`src/rtl/ts_ser_rx.sv`:
```
// Serial TS receiver: deserializes MSB-first bits into bytes, delineates
// packets on the sync flag, checks sync byte and length, and reports lock.
module ts_ser_rx #(
  parameter int         PKT_LEN   = 188,
  parameter logic [7:0] SYNC_BYTE = 8'h47,
  parameter int         LOCK_PKTS = 3
) (
  input  logic       clk,
  input  logic       rst,
  input  logic       ts_ser_data_i,
  input  logic       ts_ser_sync_i,
  input  logic       ts_ser_valid_i,
  output logic [7:0] ts_par_data_o,
  output logic       ts_par_sync_o,
  output logic       ts_par_valid_o,
  output logic       sync_err_o,
  output logic       len_err_o,
  output logic       locked_o
);

  localparam int              BCW       = $clog2(PKT_LEN);
  localparam logic [BCW-1:0]  LAST_BYTE = BCW'(PKT_LEN - 1);
  localparam logic [3:0]      LOCK_CNT  = 4'(LOCK_PKTS);

  typedef enum logic {HUNT = 1'b0, RECV = 1'b1} state_t;

  state_t         state, state_nxt;
  logic [2:0]     bit_cnt, bit_cnt_nxt;
  logic [BCW-1:0] byte_cnt, byte_cnt_nxt;
  logic [7:0]     shreg, shreg_nxt;
  logic [3:0]     good_cnt, good_cnt_nxt;

  logic [7:0]     data_p0;
  logic           vld_p0, sync_p0, sync_err_p0, len_err_p0;
  logic           byte_done, first_ok;

  assign data_p0   = {shreg[6:0], ts_ser_data_i};
  assign first_ok  = (data_p0 == SYNC_BYTE);
  assign byte_done = ts_ser_valid_i && !ts_ser_sync_i && (state == RECV) && (bit_cnt == 3'd7);

  always_ff @(posedge clk) begin
    if (rst) begin
      state          <= HUNT;
      bit_cnt        <= '0;
      byte_cnt       <= '0;
      shreg          <= '0;
      good_cnt       <= '0;
      ts_par_data_o  <= '0;
      ts_par_sync_o  <= 1'b0;
      ts_par_valid_o <= 1'b0;
      sync_err_o     <= 1'b0;
      len_err_o      <= 1'b0;
      locked_o       <= 1'b0;
    end else begin
      state          <= state_nxt;
      bit_cnt        <= bit_cnt_nxt;
      byte_cnt       <= byte_cnt_nxt;
      shreg          <= shreg_nxt;
      good_cnt       <= good_cnt_nxt;
      // p0 -> p1: byte strobe and error pulses appear the cycle after the edge
      if (vld_p0) ts_par_data_o <= data_p0;
      ts_par_sync_o  <= sync_p0;
      ts_par_valid_o <= vld_p0;
      sync_err_o     <= sync_err_p0;
      len_err_o      <= len_err_p0;
      locked_o       <= (good_cnt_nxt == LOCK_CNT);
    end
  end

  always_comb begin
    state_nxt = state;
    if (ts_ser_valid_i) begin
      if (ts_ser_sync_i) begin
        state_nxt = RECV;
      end else if (byte_done) begin
        if (byte_cnt == '0) begin
          if (!first_ok) state_nxt = HUNT;
        end else if (byte_cnt == LAST_BYTE) begin
          state_nxt = HUNT;
        end
      end
    end
  end

  always_comb begin
    bit_cnt_nxt  = bit_cnt;
    byte_cnt_nxt = byte_cnt;
    shreg_nxt    = shreg;
    good_cnt_nxt = good_cnt;
    vld_p0       = 1'b0;
    sync_p0      = 1'b0;
    sync_err_p0  = 1'b0;
    len_err_p0   = 1'b0;
    if (ts_ser_valid_i) begin
      if (ts_ser_sync_i) begin
        // A sync bit always opens byte 0; inside a packet it also aborts it.
        if (state == RECV) begin
          len_err_p0   = 1'b1;
          good_cnt_nxt = '0;
        end
        shreg_nxt    = {7'b0, ts_ser_data_i};
        bit_cnt_nxt  = 3'd1;
        byte_cnt_nxt = '0;
      end else if (state == RECV) begin
        shreg_nxt   = data_p0;
        bit_cnt_nxt = bit_cnt + 3'd1;
        if (bit_cnt == 3'd7) begin
          if (byte_cnt == '0) begin
            if (first_ok) begin
              vld_p0       = 1'b1;
              sync_p0      = 1'b1;
              byte_cnt_nxt = BCW'(1);
            end else begin
              sync_err_p0  = 1'b1;
              good_cnt_nxt = '0;
            end
          end else begin
            vld_p0 = 1'b1;
            if (byte_cnt == LAST_BYTE) begin
              byte_cnt_nxt = '0;
              if (good_cnt < LOCK_CNT) good_cnt_nxt = good_cnt + 4'd1;
            end else begin
              byte_cnt_nxt = byte_cnt + BCW'(1);
            end
          end
        end
      end
    end
  end

endmodule

```
`config.mk`:
```
export PLATFORM = sky130hd
export DESIGN_NAME = ts_ser_rx
export DESIGN_NICKNAME = d
export VERILOG_FILES = /design/src/rtl/ts_ser_rx.sv
export SDC_FILE = /design/constraint.sdc
export NUM_CORES = 1
export LEC_CHECK = 0
export BUFFER_PORTS_ARGS = -buffer_cell sky130_fd_sc_hd__buf_2
export CAP_MARGIN = 20
export CORE_UTILIZATION = 36
export DETAILED_ROUTE_END_ITERATION = 10
export HOLD_SLACK_MARGIN = 0.02
export PLACE_DENSITY = 0.6
export REMOVE_ABC_BUFFERS = 1
export SYNTH_ARGS = -nofsm -noshare
export SYNTH_HDL_FRONTEND = slang
export SYNTH_SLANG_ARGS = --single-unit
```
`constraint.sdc`:
```
create_clock -name clk -period 1.9 [get_ports clk]
set_input_delay 0.095 -clock clk [delete_from_list [all_inputs] [get_ports clk]]
set_output_delay 0.095 -clock clk [all_outputs]
set_load 0.05 [all_outputs]
```
== Word-level counts from Yosys, hierarchy flattened ==
Cells that the tools add are included.

* Add/subtract/negate cells: 3
* $lt $le $gt $ge: 1
* Equality and inequality tests: 6
* Muxes and demuxes: 32
* Bitwise gates (word level): 5
* Reduce and logical (&&, ||, !) cells: 14

{| class="wikitable"
|+ Operator list
! operator !! number
|-
| $mux W8 || 6
|-
| $mux W4 || 9
|-
| $mux W7 || 2
|-
| $mux W1 || 13
|-
| $add A8 B1 Y8 const B || 1
|-
| $eq A8 B7 Y1 const B || 1
|-
| $eq A8 B8 Y1 const B || 1
|-
| $logic_not A8 Y1 || 1
|-
| $reduce_and A4 Y1 || 2
|-
| $mux W3 || 2
|-
| $ne A3 B3 Y1 const B || 2
|-
| $reduce_bool A2 Y1 || 3
|-
| $reduce_or A6 Y1 || 1
|-
| $not A1 Y1 || 5
|-
| $add A4 B1 Y4 const B || 1
|-
| $eq A4 B2 Y1 const B || 1
|-
| $lt A4 B2 Y1 const B || 1
|-
| $add A3 B1 Y3 const B || 1
|-
| $eq A3 B3 Y1 const B || 1
|-
| $logic_and A1 B1 Y1 || 3
|-
| $reduce_bool A3 Y1 || 1
|-
| $reduce_or A3 Y1 || 1
|-
| $reduce_and A2 Y1 || 1
|-
| $logic_not A1 Y1 || 1
|}

* Register bits after elaboration: 36
* Input bits: 5

== Depth between registers and ports, before layout ==
Gate-level depths: netlist of run 1.

* Depth after elaboration: 9
* Depth in mapped cells: 8
* Gate-level depth less buffers: 7

== Worst setup path before layout of run 1 ==
Ideal clock, no wire load.

* Path type: reg-to-reg
* Start: register bit_cnt[0]
* End: register locked_o
* Library setup time: 86 ps
* Data arrival time: 1582 ps
* Required time: 1814 ps
* Slack: 232 ps
* Cell stages (with the launch flop): 9
* Buffers on the path: 1
* Cells stage by stage: dfxtp_1 > ha_1 > ha_1 > and2_1 > buf_6 > nand4_1 > nor4b_1 > a21oi_1 > a211oi_1

* Longest elaborated chain between the ends: 6

{| class="wikitable"
|+ RTL lines
! item !! line !! text
|-
| start: declaration || 28 || <nowiki>logic [2:0] bit_cnt, bit_cnt_nxt;</nowiki>
|-
| start signal: assignment || 56 || <nowiki>bit_cnt <= bit_cnt_nxt;</nowiki>
|-
| $eq A3 B3 Y1 || 107 || <nowiki>if (bit_cnt == 3'd7) begin</nowiki>
|-
| $mux W4 || 107 ||
|-
| $mux W4 || 104 || <nowiki>end else if (state == RECV) begin</nowiki>
|-
| $mux W4 || 95 || <nowiki>if (ts_ser_sync_i) begin</nowiki>
|-
| $mux W4 || 94 || <nowiki>if (ts_ser_valid_i) begin</nowiki>
|-
| $eq A4 B2 Y1 || 66 || <nowiki>locked_o <= (good_cnt_nxt == LOCK_CNT);</nowiki>
|-
| end signal: assignment || 66 ||
|-
| end: declaration || 18 || <nowiki>output logic locked_o</nowiki>
|}

Every way passes these cells.
A chain may end at the register's enable or synchronous reset.

== Final worst setup path of run 1 ==
Same ends and word-level chain as after synthesis.

==> results of run 1 <==
## final timing paths
kind	end	slack [ns]	start
setup / recovery	locked_o$_SDFF_PP0_	0.17	bit_cnt[0]$_SDFFE_PP0P_
hold / removal	shreg[0]$_SDFFE_PP0P_	0.1	ts_ser_data_i
setup reg to reg	locked_o$_SDFF_PP0_	0.17	bit_cnt[0]$_SDFFE_PP0P_
hold reg to reg	bit_cnt[0]$_SDFFE_PP0P_	0.48	bit_cnt[0]$_SDFFE_PP0P_
## area by class of cell
cell class / instances / share of cell area [%]
Timing Repair Buffer: 25 / 7.20
Inverter: 7 / 1.30
Sequential cell: 36 / 35.8
Clock buffer: 6 / 3.60
Multi-Input combinational cell: 140 / 47.1
Clock inverter: 2 / 1.74
Tap cell: 54 / 3.35
## stage by stage
stage	instance area, µm²	utilization (%)	setup TNS, ns
2_1_floorplan	1690	-	-0.156
3_3_place_gp	1910	40.6	0
3_5_place_dp	1910	40.6	0
4_1_cts	2010	42.9	0
5_1_grt	2020	43.0	0
6_report	2020	43.0	0
## cells by family after synthesis
logic type	synth area share, %
simple gates	22.7
mux	5.14
buf+inv	4.92
compound gates	20.6
flops	41.1
xor+xnor	2.00
fa+ha+maj	3.57
## metal layers
metal  vias to the layer above  GRT usage (%)
li1                        750              -
met1                       692           21.1
met2                        30           26.8
met3                         4           4.22
met4                         0           4.58
met5                         -              0
## flip-flops by register name (all words and copies together) (netlist names)
signal,count
state,1
shreg,7
locked_o,1
byte_cnt,8
good_cnt,4
ts_par_sync_o,1
len_err_o,1
ts_par_valid_o,1
sync_err_o,1
bit_cnt,3
ts_par_data_o,8
## worst reg2reg max path: stages, from the launching register on
cell and delay (ns):
sky130_fd_sc_hd__dfxtp_1 0.35, sky130_fd_sc_hd__ha_1 0.15, sky130_fd_sc_hd__ha_1 0.15, sky130_fd_sc_hd__and2_2 0.22, sky130_fd_sc_hd__nand4_1 0.14, sky130_fd_sc_hd__nor4b_1 0.31
sky130_fd_sc_hd__a21oi_1 0.09, sky130_fd_sc_hd__a211oi_1 0.23
## what timing repair did
| action | CTS | global route |
|---|---|---|
| gates resized for setup | 0 | 1 |
| hold buffers | 0 | 0 |
| endpoints found under the setup margin | 0 | 1 |
## cell usage after synthesis, types with 2 or more instances
master,instances
sky130_fd_sc_hd__dfxtp_1,36
sky130_fd_sc_hd__nor2_1,25
sky130_fd_sc_hd__a21oi_1,13
sky130_fd_sc_hd__mux2i_1,9
sky130_fd_sc_hd__a211oi_1,8
sky130_fd_sc_hd__nand2_1,8
sky130_fd_sc_hd__inv_1,7
sky130_fd_sc_hd__clkbuf_1,6
sky130_fd_sc_hd__and2_1,5
sky130_fd_sc_hd__ha_1,5
sky130_fd_sc_hd__nand3_1,5
sky130_fd_sc_hd__a22oi_1,4
sky130_fd_sc_hd__and3_1,4
sky130_fd_sc_hd__nand2b_1,4
sky130_fd_sc_hd__o2111ai_1,4
sky130_fd_sc_hd__a31oi_1,3
sky130_fd_sc_hd__buf_2,3
sky130_fd_sc_hd__nor2b_1,3
sky130_fd_sc_hd__nor3_1,3
sky130_fd_sc_hd__nor3b_1,3
sky130_fd_sc_hd__o211ai_1,3
sky130_fd_sc_hd__xor2_1,3
sky130_fd_sc_hd__a221oi_1,2
sky130_fd_sc_hd__and4_1,2
sky130_fd_sc_hd__nand4_1,2
sky130_fd_sc_hd__o21ai_0,2
sky130_fd_sc_hd__o21ai_1,2
sky130_fd_sc_hd__o21ai_2,2
## cell usage in the layout, fill, tap and decap left out, types with 3 or more instances in the layout
| cell type | n |
|---|---|
| sky130_fd_sc_hd__dfxtp_1 | 36 |
| sky130_fd_sc_hd__nor2_1 | 25 |
| sky130_fd_sc_hd__buf_2 | 17 |
| sky130_fd_sc_hd__a21oi_1 | 13 |
| sky130_fd_sc_hd__mux2i_1 | 9 |
| sky130_fd_sc_hd__nand2_1 | 8 |
| sky130_fd_sc_hd__a211oi_1 | 8 |
| sky130_fd_sc_hd__buf_4 | 8 |
| sky130_fd_sc_hd__inv_1 | 7 |
| sky130_fd_sc_hd__nand3_1 | 5 |
| sky130_fd_sc_hd__ha_1 | 5 |
| sky130_fd_sc_hd__clkbuf_8 | 5 |
| sky130_fd_sc_hd__nand2b_1 | 4 |
| sky130_fd_sc_hd__and3_1 | 4 |
| sky130_fd_sc_hd__a22oi_1 | 4 |
| sky130_fd_sc_hd__and2_1 | 4 |
| sky130_fd_sc_hd__o2111ai_1 | 4 |
| sky130_fd_sc_hd__nor2b_1 | 3 |
| sky130_fd_sc_hd__o211ai_1 | 3 |
| sky130_fd_sc_hd__a31oi_1 | 3 |
| sky130_fd_sc_hd__nor3b_1 | 3 |
| sky130_fd_sc_hd__nor3_1 | 3 |
| sky130_fd_sc_hd__xor2_1 | 3 |
## power by group through the flow
stage / Clock (mW) / Combinational [mW] / Sequential, mW
final: 0.666 / 0.0741 / 0.763
after global routing: 0.717 / 0.0820 / 0.763
after CTS: 0.683 / 0.0747 / 0.763
after detailed placement: 0 / 0.0744 / 0.781
after global placement: 0 / 0.0743 / 0.780
after floorplan: 0 / 0.0250 / 0.784
==> flow_results.xml, run 1 <==
<?xml version="1.0" encoding="UTF-8"?>
<metrics>
  <group name="layout">
    <metric name="antenna_cells_inserted" unit="">0</metric>
    <metric name="final.fill_count" unit="">489</metric>
    <metric name="drive_gt1_share" unit="%">18.5</metric>
    <metric name="final-seq-area" unit="µm²">721</metric>
    <metric name="instances_no_fill" unit="">270</metric>
    <metric name="area_of_combinational_cells_with_multiple_inputs" unit="µm²">948</metric>
    <metric name="areaGrowthSynthToFinish" unit="%">14.9</metric>
    <metric name="design.final.nets" unit="">225</metric>
  </group>
  <group name="global_route">
    <metric name="grt_max_degree" unit="">27</metric>
    <metric name="global_route.usage.total" unit="%">16.3</metric>
    <metric name="antenna_found_initial" unit="">0</metric>
    <metric name="wire_length_of_the_first_global_routing_pass" unit="mm">6.51</metric>
    <metric name="first_global_vias" unit="">1370</metric>
    <metric name="overflow" unit="">0</metric>
  </group>
  <group name="routing">
    <metric name="drtPass1Iterations" unit="">4</metric>
    <metric name="routed_wire_length_per_instance" unit="µm">14.4</metric>
    <metric name="drtAntennaViolNets" unit="">0</metric>
    <metric name="detail_route.wirelength.met1" unit="mm">1.90</metric>
    <metric name="drt-initial-drc-count" unit="">85</metric>
    <metric name="routed-via-count" unit="">1476</metric>
    <metric name="via_per_inst" unit="">5.47</metric>
    <metric name="met2_length" unit="mm">1.81</metric>
    <metric name="drt_drc_violations_left" unit="">0</metric>
    <metric name="detailroute.wirelength.met3" unit="µm">137</metric>
    <metric name="drt-total-wl" unit="mm">3.88</metric>
    <metric name="top_signal_layer_used" unit="">met4</metric>
  </group>
  <group name="worst_setup_path">
    <metric name="critical_path.top_delay_family" unit="">simple AND/OR/NAND/NOR gates</metric>
    <metric name="critical_path.max_stage_delay" unit="ns">0.35</metric>
    <metric name="crit_slowest_cell" unit="">sky130_fd_sc_hd__dfxtp_1</metric>
    <metric name="critPathRequiredTime" unit="ns">2.10</metric>
    <metric name="worst_path_buffer_plus_inverter_count" unit="">0</metric>
    <metric name="start_kind" unit="">flip-flop</metric>
    <metric name="depth_of_the_worst_register_to_register_path" unit="">7</metric>
    <metric name="critical_path.most_common_cell" unit="">sky130_fd_sc_hd__ha_1</metric>
    <metric name="worstSetupPathType" unit="">flip-flop to flip-flop</metric>
    <metric name="worstPathCellList" unit="">ha_1 -&gt; ha_1 -&gt; and2_2 -&gt; nand4_1 -&gt; nor4b_1 -&gt; a21oi_1 -&gt; a211oi_1</metric>
    <metric name="critical_path.endpoint_type" unit="">flip-flop</metric>
    <metric name="worst-path-stages" unit="">7</metric>
    <metric name="worst-path-max-fanout" unit="">6</metric>
    <metric name="signal_arrival_time_at_the_worst_endpoint" unit="ns">1.93</metric>
  </group>
  <group name="power_and_ir_drop">
    <metric name="clkPwrFrac" unit="%">44.3</metric>
    <metric name="seq_power_share" unit="%">50.8</metric>
    <metric name="report.power.total" unit="mW">1.50</metric>
    <metric name="cell_internal_pwr" unit="mW">1.17</metric>
    <metric name="power.share.combinational" unit="%">4.9</metric>
    <metric name="power_switching" unit="mW">0.335</metric>
    <metric name="vdd_drop_max" unit="µV">385</metric>
    <metric name="p_per_area" unit="nW/µm²">746</metric>
    <metric name="static-leakage-power" unit="nW">0.865</metric>
    <metric name="swShare" unit="%">22.3</metric>
  </group>
  <group name="cts">
    <metric name="cts_tree" unit="">done</metric>
    <metric name="clock_latency" unit="ns">0.28</metric>
    <metric name="cts_made_buffers" unit="">5</metric>
    <metric name="maximum_number_of_buffers_from_clock_root_to_sink" unit="">2</metric>
    <metric name="clock_sink_count" unit="">36</metric>
    <metric name="ctsRootBufferMaster" unit="">sky130_fd_sc_hd__clkbuf_8</metric>
    <metric name="clkTransAtPathRegs" unit="ns">0.07</metric>
    <metric name="post-cts-setup-buffers" unit="">0</metric>
    <metric name="cts_htree_levels" unit="">2</metric>
  </group>
  <group name="sta">
    <metric name="clock.fmax" unit="MHz">578</metric>
    <metric name="slew_headroom" unit="%">67.4</metric>
    <metric name="layout_setup_ws" unit="ns">0.170</metric>
    <metric name="fin_hold_ws" unit="ns">0.0972</metric>
    <metric name="timing_max_transition_violations_final" unit="">0</metric>
    <metric name="timing.final.hold_violations" unit="">0</metric>
    <metric name="rsz0062_at_grt" unit="">no</metric>
    <metric name="final.period_utilization" unit="%">91.0</metric>
    <metric name="worst-slew-pin-transition" unit="ns">0.486</metric>
    <metric name="setup_viol" unit="">0</metric>
    <metric name="timing.final.crit_period" unit="ns">1.73</metric>
    <metric name="fin_worst_skew" unit="ns">0.00341</metric>
  </group>
  <group name="yosys">
    <metric name="synth_sequential_area_ratio" unit="%">41.1</metric>
    <metric name="ys_async_sr_fraction" unit="%">0</metric>
    <metric name="seq_cells_post_synth" unit="">36</metric>
    <metric name="ys_warn_count" unit="">0</metric>
    <metric name="edff_count_synth" unit="">0</metric>
    <metric name="cell_type_contributing_the_most_total_cell_area_after_synthesis" unit="">sky130_fd_sc_hd__dfxtp_1</metric>
    <metric name="synth_area_leaders" unit="">sky130_fd_sc_hd__dfxtp_1 41%, sky130_fd_sc_hd__nor2_1 5.3%, sky130_fd_sc_hd__mux2i_1 5.1%</metric>
    <metric name="synth.lib_cells_used.distinct" unit="">47</metric>
    <metric name="synth_top_cell_area_share" unit="%">41.1</metric>
    <metric name="synthesis.area" unit="µm²">1750</metric>
    <metric name="synth.avg_cell_area" unit="µm²">9.00</metric>
    <metric name="syn-instance-count" unit="">195</metric>
    <metric name="synth_ff_type" unit="">sky130_fd_sc_hd__dfxtp_1</metric>
  </group>
  <group name="outcome">
    <metric name="outcome" unit="">finished, final reports clean</metric>
  </group>
  <group name="floorplanning">
    <metric name="die_area" unit="µm²">5160</metric>
    <metric name="design.core.area" unit="µm²">4690</metric>
    <metric name="io_pins" unit="">18</metric>
    <metric name="floorplan.die.width" unit="µm">71.8</metric>
    <metric name="die_height" unit="µm">71.8</metric>
    <metric name="std_cell_rows" unit="">25</metric>
    <metric name="initial_utilization" unit="%">37.4</metric>
  </group>
  <group name="hold_path">
    <metric name="worst_hold_path_type" unit="">input port to flip-flop</metric>
    <metric name="min_delay_path_depth" unit="">3</metric>
  </group>
  <group name="placement">
    <metric name="placed_cells" unit="">262</metric>
    <metric name="preCtsSetupSlack" unit="ns">0.105</metric>
    <metric name="place_congestion" unit="">0.761</metric>
    <metric name="io_buffer_count" unit="">17</metric>
    <metric name="detailed_place_hpwl" unit="mm">2.63</metric>
  </group>
  <group name="run">
    <metric name="max_cap_viol_count" unit="">0</metric>
  </group>
</metrics>
Power figures use the tool's default switching activity.
==> inputs of run 2 (changes only) <==
--- a/config.mk
+++ b/config.mk
@@ -7,10 +7,10 @@
 export LEC_CHECK = 0
 export BUFFER_PORTS_ARGS = -buffer_cell sky130_fd_sc_hd__buf_2
 export CAP_MARGIN = 20
-export CORE_UTILIZATION = 36
+export CORE_UTILIZATION = 57
 export DETAILED_ROUTE_END_ITERATION = 10
 export HOLD_SLACK_MARGIN = 0.02
-export PLACE_DENSITY = 0.6
+export PLACE_DENSITY = 0.84
 export REMOVE_ABC_BUFFERS = 1
 export SYNTH_ARGS = -nofsm -noshare
 export SYNTH_HDL_FRONTEND = slang
==> run 2 against run 1 <==
  * The run now ends with DRC left
  * Clock power shrank 31%
  * Sequential cell count is the same
  * First-iteration DRC count shrank 11%
  * Non-clock buffer count is the same
  * Wire length grew 2.8%
  * Clock skew grew 0.0078 ns
  * Total power shrank 14%
  * Register-to-register slack lost 0.07 ns
  * Global-route usage grew 9.6 points
  * Worst setup slack lost 0.075 ns
  * Combinational power shrank 2%
  * Count of clock-buffer cells in the layout grew 1
  * Critical path type unchanged
  * Highest routed layer unchanged
==> flow_results.xml, run 2 (synthesis results as in run 1) <==
<?xml version="1.0" encoding="UTF-8"?>
<metrics>
  <group name="layout">
    <metric name="design.final.nets" unit="">225</metric>
    <metric name="layout_commonest_cell" unit="">sky130_fd_sc_hd__dfxtp_1</metric>
    <metric name="areaGrowthSynthToFinish" unit="%">12.1</metric>
    <metric name="most-common-layout-cells" unit="">35 x sky130_fd_sc_hd__dfxtp_1, 25 x sky130_fd_sc_hd__nor2_1, 17 x sky130_fd_sc_hd__buf_2</metric>
    <metric name="layout_top_registers" unit="">byte_cnt (8), ts_par_data_o (8), shreg (7)</metric>
    <metric name="antenna_cells_inserted" unit="">0</metric>
    <metric name="final-seq-area" unit="µm²">722</metric>
    <metric name="final.fill_count" unit="">226</metric>
    <metric name="drive_gt1_share" unit="%">20.0</metric>
    <metric name="layout.core_utilization" unit="%">69.5</metric>
    <metric name="area_of_combinational_cells_with_multiple_inputs" unit="µm²">957</metric>
  </group>
  <group name="cts">
    <metric name="cts_made_buffers" unit="">5</metric>
    <metric name="cts_tree" unit="">done</metric>
    <metric name="clock_sink_count" unit="">36</metric>
    <metric name="maximum_number_of_buffers_from_clock_root_to_sink" unit="">2</metric>
    <metric name="cts_htree_levels" unit="">2</metric>
    <metric name="ctsRootBufferMaster" unit="">sky130_fd_sc_hd__clkbuf_4</metric>
    <metric name="clkTransAtPathRegs" unit="ns">0.11</metric>
    <metric name="clock_latency" unit="ns">0.35</metric>
  </group>
  <group name="hold_path">
    <metric name="worst_hold_path_type" unit="">input port to flip-flop</metric>
  </group>
  <group name="sta">
    <metric name="clock.fmax" unit="MHz">554</metric>
    <metric name="worst-slew-pin-transition" unit="ns">0.456</metric>
    <metric name="setup_viol" unit="">0</metric>
    <metric name="timing.final.hold_violations" unit="">0</metric>
    <metric name="fin_worst_skew" unit="ns">0.0112</metric>
    <metric name="slew_headroom" unit="%">69.4</metric>
    <metric name="timing_max_transition_violations_final" unit="">0</metric>
    <metric name="timing.final.crit_period" unit="ns">1.80</metric>
    <metric name="final.period_utilization" unit="%">95.0</metric>
    <metric name="layout_setup_ws" unit="ns">0.0957</metric>
  </group>
  <group name="routing">
    <metric name="via_per_inst" unit="">6.30</metric>
    <metric name="routed_wire_length_per_instance" unit="µm">16.2</metric>
    <metric name="drt_drc_violations_left" unit="">1</metric>
    <metric name="drtPass1Iterations" unit="">7</metric>
    <metric name="drt-initial-drc-count" unit="">76</metric>
    <metric name="routed-via-count" unit="">1551</metric>
    <metric name="drtAntennaViolNets" unit="">0</metric>
    <metric name="drt-total-wl" unit="mm">3.98</metric>
  </group>
  <group name="global_route">
    <metric name="grt.met2_usage" unit="%">43.7</metric>
    <metric name="met1_routing_resource_usage_after_global_routing" unit="%">31.4</metric>
    <metric name="grt_most_used_layer" unit="">met2</metric>
    <metric name="wire_length_of_the_first_global_routing_pass" unit="mm">6.53</metric>
    <metric name="global_route.usage.total" unit="%">26.0</metric>
    <metric name="grt_use_met3" unit="%">5.22</metric>
    <metric name="antenna_found_initial" unit="">0</metric>
    <metric name="first_global_vias" unit="">1459</metric>
    <metric name="overflow" unit="">0</metric>
    <metric name="grt_max_degree" unit="">27</metric>
  </group>
  <group name="power_and_ir_drop">
    <metric name="report.power.total" unit="mW">1.30</metric>
    <metric name="vdd_drop_max" unit="µV">654</metric>
    <metric name="power_switching" unit="mW">0.308</metric>
    <metric name="seq_power_share" unit="%">58.9</metric>
    <metric name="clkPwrFrac" unit="%">35.5</metric>
    <metric name="cell_internal_pwr" unit="mW">0.989</metric>
    <metric name="p_per_area" unit="nW/µm²">659</metric>
    <metric name="power.share.combinational" unit="%">5.6</metric>
    <metric name="swShare" unit="%">23.7</metric>
    <metric name="static-leakage-power" unit="nW">0.850</metric>
  </group>
  <group name="worst_setup_path">
    <metric name="critPathRequiredTime" unit="ns">2.18</metric>
    <metric name="worst_path_buffer_plus_inverter_count" unit="">0</metric>
    <metric name="critical_path.endpoint_type" unit="">flip-flop</metric>
    <metric name="critical_path.max_stage_delay" unit="ns">0.36</metric>
    <metric name="signal_arrival_time_at_the_worst_endpoint" unit="ns">2.08</metric>
    <metric name="worst-path-max-fanout" unit="">5</metric>
    <metric name="worstSetupPathType" unit="">flip-flop to flip-flop</metric>
    <metric name="start_kind" unit="">flip-flop</metric>
    <metric name="crit_slowest_cell" unit="">sky130_fd_sc_hd__dfxtp_2</metric>
    <metric name="worstPathCellList" unit="">ha_1 -&gt; ha_2 -&gt; and2_2 -&gt; nand4_1 -&gt; nor4b_2 -&gt; a21oi_1 -&gt; a211oi_1</metric>
    <metric name="critical_path.top_delay_family" unit="">simple AND/OR/NAND/NOR gates</metric>
  </group>
  <group name="floorplanning">
    <metric name="initial_utilization" unit="%">62.0</metric>
    <metric name="floorplan.die.width" unit="µm">57.5</metric>
    <metric name="die_height" unit="µm">57.5</metric>
    <metric name="die_area" unit="µm²">3300</metric>
    <metric name="std_cell_rows" unit="">19</metric>
    <metric name="design.core.area" unit="µm²">2830</metric>
    <metric name="io_pins" unit="">18</metric>
  </group>
  <group name="placement">
    <metric name="io_buffer_count" unit="">17</metric>
    <metric name="preCtsSetupSlack" unit="ns">0.0670</metric>
    <metric name="detailed_place_hpwl" unit="mm">2.65</metric>
    <metric name="place_congestion" unit="">0.852</metric>
  </group>
  <group name="outcome">
    <metric name="outcome" unit="">finished, violations left</metric>
    <metric name="failed_checks" unit="">DRC</metric>
  </group>
  <group name="run">
    <metric name="max_cap_viol_count" unit="">0</metric>
  </group>
</metrics>
==> run 2: changes by cell type in the layout (fill, tap and decap cells not counted), sizes merged <==
cell / before / now
bufinv: 1 / 0
clkbuf: 6 / 7
clkinv: 1 / 0
==> run 2: timing repair <==
action,4_1_cts,5_1_grt
endpoints found under the setup margin,0,3
hold buffers,0,0
buffers inserted,0,1
resized for setup,0,4
==> run 2: worst register-to-register path, cell delays in order (launching register included) <==
cell and delay, ns:
sky130_fd_sc_hd__dfxtp_2 0.36, sky130_fd_sc_hd__ha_1 0.15, sky130_fd_sc_hd__ha_2 0.19, sky130_fd_sc_hd__and2_2 0.20, sky130_fd_sc_hd__nand4_1 0.17, sky130_fd_sc_hd__nor4b_2 0.34
sky130_fd_sc_hd__a21oi_1 0.10, sky130_fd_sc_hd__a211oi_1 0.20
==> run 2: worst paths after layout <==
check	start	end	slack, ns	cells after the start
setup / recovery	bit_cnt[0]$_SDFFE_PP0P_	locked_o$_SDFF_PP0_	0.1	7
hold / removal	ts_ser_data_i	shreg[0]$_SDFFE_PP0P_	0.03	3
setup reg to reg	bit_cnt[0]$_SDFFE_PP0P_	locked_o$_SDFF_PP0_	0.1	7
hold reg to reg	bit_cnt[0]$_SDFFE_PP0P_	bit_cnt[0]$_SDFFE_PP0P_	0.47	1
==> run 2: power groups by stage <==
stage | Combinational [mW] | Clock (mW) | Sequential, mW
3_3_place_gp | 0.0685 | 0 | 0.780
2_1_floorplan | 0.0250 | 0 | 0.784
5_1_grt | 0.0800 | 0.483 | 0.765
4_1_cts | 0.0709 | 0.459 | 0.763
3_5_place_dp | 0.0700 | 0 | 0.781
6_report | 0.0729 | 0.460 | 0.764
==> run 2: per-layer routing <==
metal,part of all wire [%],wire length [µm]
met5,0,0
met4,1.8,72
met3,4.2,168
met2,52,2060
met1,42,1690
==> run 2: layout make-up <==
class,count,area share [%]
clock buffer,7,3.31
inverter,7,1.34
multi-input combinational,140,48.7
sequential,36,36.7
tap,31,1.97
timing repair buffer,25,8.02
==> run 2: metrics by stage <==
stage	std cells	hold WS, ns	TNS, ns	instance area [µm²]
after floorplan	183	0.161	-0.156	1690
after global placement	238	0.373	0	1880
after detailed placement	238	0.376	0	1880
after CTS	245	0.0321	0	1950
after global routing	246	0.0516	-0.0500	1970
final	246	0.0332	0	1970
==> inputs of run 3 (changes only) <==
--- a/config.mk
+++ b/config.mk
@@ -10,6 +10,7 @@
 export CORE_UTILIZATION = 57
 export DETAILED_ROUTE_END_ITERATION = 10
 export HOLD_SLACK_MARGIN = 0.02
+export MAX_ROUTING_LAYER = met4
 export PLACE_DENSITY = 0.84
 export REMOVE_ABC_BUFFERS = 1
 export SYNTH_ARGS = -nofsm -noshare
==> run 3 against run 2 <==
  * The run still ends with DRC left
  * Hold slack worse by 0.0030 ns
  * Sequential cell count is the same
  * Sequential power about the same
  * Critical path type unchanged
==> flow_results.xml, run 3 (synthesis results as in run 1) <==
<?xml version="1.0" encoding="UTF-8"?>
<metrics>
  <group name="worst_setup_path">
    <metric name="signal_arrival_time_at_the_worst_endpoint" unit="ns">2.09</metric>
    <metric name="critical_path.max_stage_delay" unit="ns">0.36</metric>
    <metric name="start_kind" unit="">flip-flop</metric>
    <metric name="critPathRequiredTime" unit="ns">2.18</metric>
    <metric name="worstPathCellList" unit="">ha_1 -&gt; nor3_1 -&gt; nand4_1 -&gt; nor4b_2 -&gt; a21oi_1 -&gt; a211oi_1</metric>
    <metric name="worstSetupPathType" unit="">flip-flop to flip-flop</metric>
    <metric name="crit_slowest_cell" unit="">sky130_fd_sc_hd__dfxtp_1</metric>
    <metric name="critical_path.endpoint_type" unit="">flip-flop</metric>
    <metric name="worst-path-max-fanout" unit="">3</metric>
  </group>
  <group name="layout">
    <metric name="final-seq-area" unit="µm²">722</metric>
    <metric name="antenna_cells_inserted" unit="">0</metric>
    <metric name="final.fill_count" unit="">226</metric>
    <metric name="drive_gt1_share" unit="%">20.0</metric>
    <metric name="design.final.nets" unit="">225</metric>
    <metric name="layout_top_registers" unit="">byte_cnt (8), ts_par_data_o (8), shreg (7)</metric>
    <metric name="layout_commonest_cell" unit="">sky130_fd_sc_hd__dfxtp_1</metric>
    <metric name="most-common-layout-cells" unit="">35 x sky130_fd_sc_hd__dfxtp_1, 25 x sky130_fd_sc_hd__nor2_1, 17 x sky130_fd_sc_hd__buf_2</metric>
    <metric name="areaGrowthSynthToFinish" unit="%">12.1</metric>
    <metric name="instances_no_fill" unit="">246</metric>
    <metric name="area_of_combinational_cells_with_multiple_inputs" unit="µm²">957</metric>
  </group>
  <group name="routing">
    <metric name="drt_drc_violations_left" unit="">1</metric>
    <metric name="drt-initial-drc-count" unit="">95</metric>
    <metric name="drt-total-wl" unit="mm">3.97</metric>
    <metric name="routed_wire_length_per_instance" unit="µm">16.1</metric>
    <metric name="via_per_inst" unit="">6.33</metric>
    <metric name="drtAntennaViolNets" unit="">0</metric>
    <metric name="routed-via-count" unit="">1556</metric>
    <metric name="drtPass1Iterations" unit="">7</metric>
  </group>
  <group name="placement">
    <metric name="preCtsSetupSlack" unit="ns">0.0670</metric>
    <metric name="place_congestion" unit="">0.865</metric>
    <metric name="io_buffer_count" unit="">17</metric>
    <metric name="detailed_place_hpwl" unit="mm">2.65</metric>
    <metric name="placed_cells" unit="">238</metric>
  </group>
  <group name="sta">
    <metric name="final.period_utilization" unit="%">95.4</metric>
    <metric name="timing.final.crit_period" unit="ns">1.81</metric>
    <metric name="clock.fmax" unit="MHz">551</metric>
    <metric name="worst-slew-pin-transition" unit="ns">0.453</metric>
    <metric name="layout_setup_ws" unit="ns">0.0865</metric>
    <metric name="setup_viol" unit="">0</metric>
    <metric name="timing_max_transition_violations_final" unit="">0</metric>
    <metric name="timing.final.hold_violations" unit="">0</metric>
    <metric name="fin_worst_skew" unit="ns">0.0131</metric>
    <metric name="slew_headroom" unit="%">69.6</metric>
  </group>
  <group name="cts">
    <metric name="clock_sink_count" unit="">36</metric>
    <metric name="clkTransAtPathRegs" unit="ns">0.11</metric>
    <metric name="cts_tree" unit="">done</metric>
    <metric name="cts_htree_levels" unit="">2</metric>
    <metric name="cts_made_buffers" unit="">5</metric>
    <metric name="ctsRootBufferMaster" unit="">sky130_fd_sc_hd__clkbuf_4</metric>
    <metric name="maximum_number_of_buffers_from_clock_root_to_sink" unit="">2</metric>
    <metric name="clock_latency" unit="ns">0.35</metric>
  </group>
  <group name="global_route">
    <metric name="antenna_found_initial" unit="">0</metric>
    <metric name="first_global_vias" unit="">1460</metric>
    <metric name="global_route.usage.total" unit="%">26.8</metric>
    <metric name="wire_length_of_the_first_global_routing_pass" unit="mm">6.53</metric>
    <metric name="overflow" unit="">0</metric>
    <metric name="grt_max_degree" unit="">27</metric>
  </group>
  <group name="floorplanning">
    <metric name="std_cell_rows" unit="">19</metric>
    <metric name="die_height" unit="µm">57.5</metric>
    <metric name="io_pins" unit="">18</metric>
    <metric name="initial_utilization" unit="%">62.0</metric>
    <metric name="design.core.area" unit="µm²">2830</metric>
    <metric name="die_area" unit="µm²">3300</metric>
    <metric name="floorplan.die.width" unit="µm">57.5</metric>
  </group>
  <group name="hold_path">
    <metric name="worst_hold_path_type" unit="">input port to flip-flop</metric>
  </group>
  <group name="run">
    <metric name="max_cap_viol_count" unit="">0</metric>
  </group>
  <group name="outcome">
    <metric name="outcome" unit="">finished, violations left</metric>
    <metric name="failed_checks" unit="">DRC</metric>
  </group>
  <group name="power_and_ir_drop">
    <metric name="vdd_drop_max" unit="µV">654</metric>
    <metric name="p_per_area" unit="nW/µm²">660</metric>
    <metric name="static-leakage-power" unit="nW">0.850</metric>
  </group>
</metrics>
==> run 3: cell counts in the layout (fill, tap and decap cells not counted) <==
Identical to the previous run, type by type.
==> run 3: layout make-up <==
type                       count  area share (%)
multi-input combinational    140            48.7
sequential                    36            36.7
timing repair buffer          25            8.02
clock buffer                   7            3.31
tap                           31            1.97
inverter                       7            1.34
==> run 3: worst paths after layout <==
check | endpoint | start | slack, ns | cells past startpoint
worst max register to register | locked_o$_SDFF_PP0_ | good_cnt[0]$_SDFF_PP0_ | 0.09 | 6
worst min register to register | bit_cnt[0]$_SDFFE_PP0P_ | bit_cnt[0]$_SDFFE_PP0P_ | 0.47 | 1
worst min-delay path | shreg[0]$_SDFFE_PP0P_ | ts_ser_data_i | 0.03 | 3
worst max-delay path | locked_o$_SDFF_PP0_ | good_cnt[0]$_SDFF_PP0_ | 0.09 | 6
==> run 3: layer usage <==
metal	GRT usage [%]	vias to the layer above	part of all wire (%)	wire, µm
met5	-	-	0	0
met4	12.9	0	1.5	58
met2	43.7	60	51	2020
met1	31.4	729	42	1660
met3	5.22	7	5.8	230
li1	-	760	-	-
==> run 3: critical path, delay by kind of cell, from the launching register on <==
family | cells | cell delay [ns]
AOI/OAI and AO/OA | 2 | 0.30
DFF | 1 | 0.36
adders and majority gates | 1 | 0.21
and+or+nand+nor | 3 | 0.86
==> run 3: timing repair <==
action / CTS / global route
hold buffers: 0 / 0
endpoints found under the setup margin: 0 / 3
buffers inserted: 0 / 1
resized for setup: 0 / 4
==> run 3: power breakdown <==
part,internal (mW),leakage [nW],total (mW),switching (mW)
sequential,0.760,0.291,0.764,0.00407
combinational,0.0196,0.522,0.0726,0.0530
clock,0.210,0.0374,0.462,0.253
total,0.989,0.850,1.30,0.310
==> run 3: per-stage QoR <==
stage / area, µm² / setup TNS, ns / util (%) / power (mW) / hold slack, ns
floorplan: 1690 / -0.156 / - / 0.809 / 0.161
global placement: 1880 / 0 / 66.6 / 0.849 / 0.373
detailed placement: 1880 / 0 / 66.6 / 0.851 / 0.376
CTS: 1950 / 0 / 68.9 / 1.29 / 0.0321
global route: 1970 / -0.0500 / 69.5 / 1.33 / 0.0516
finish: 1970 / 0 / 69.5 / 1.30 / 0.0302
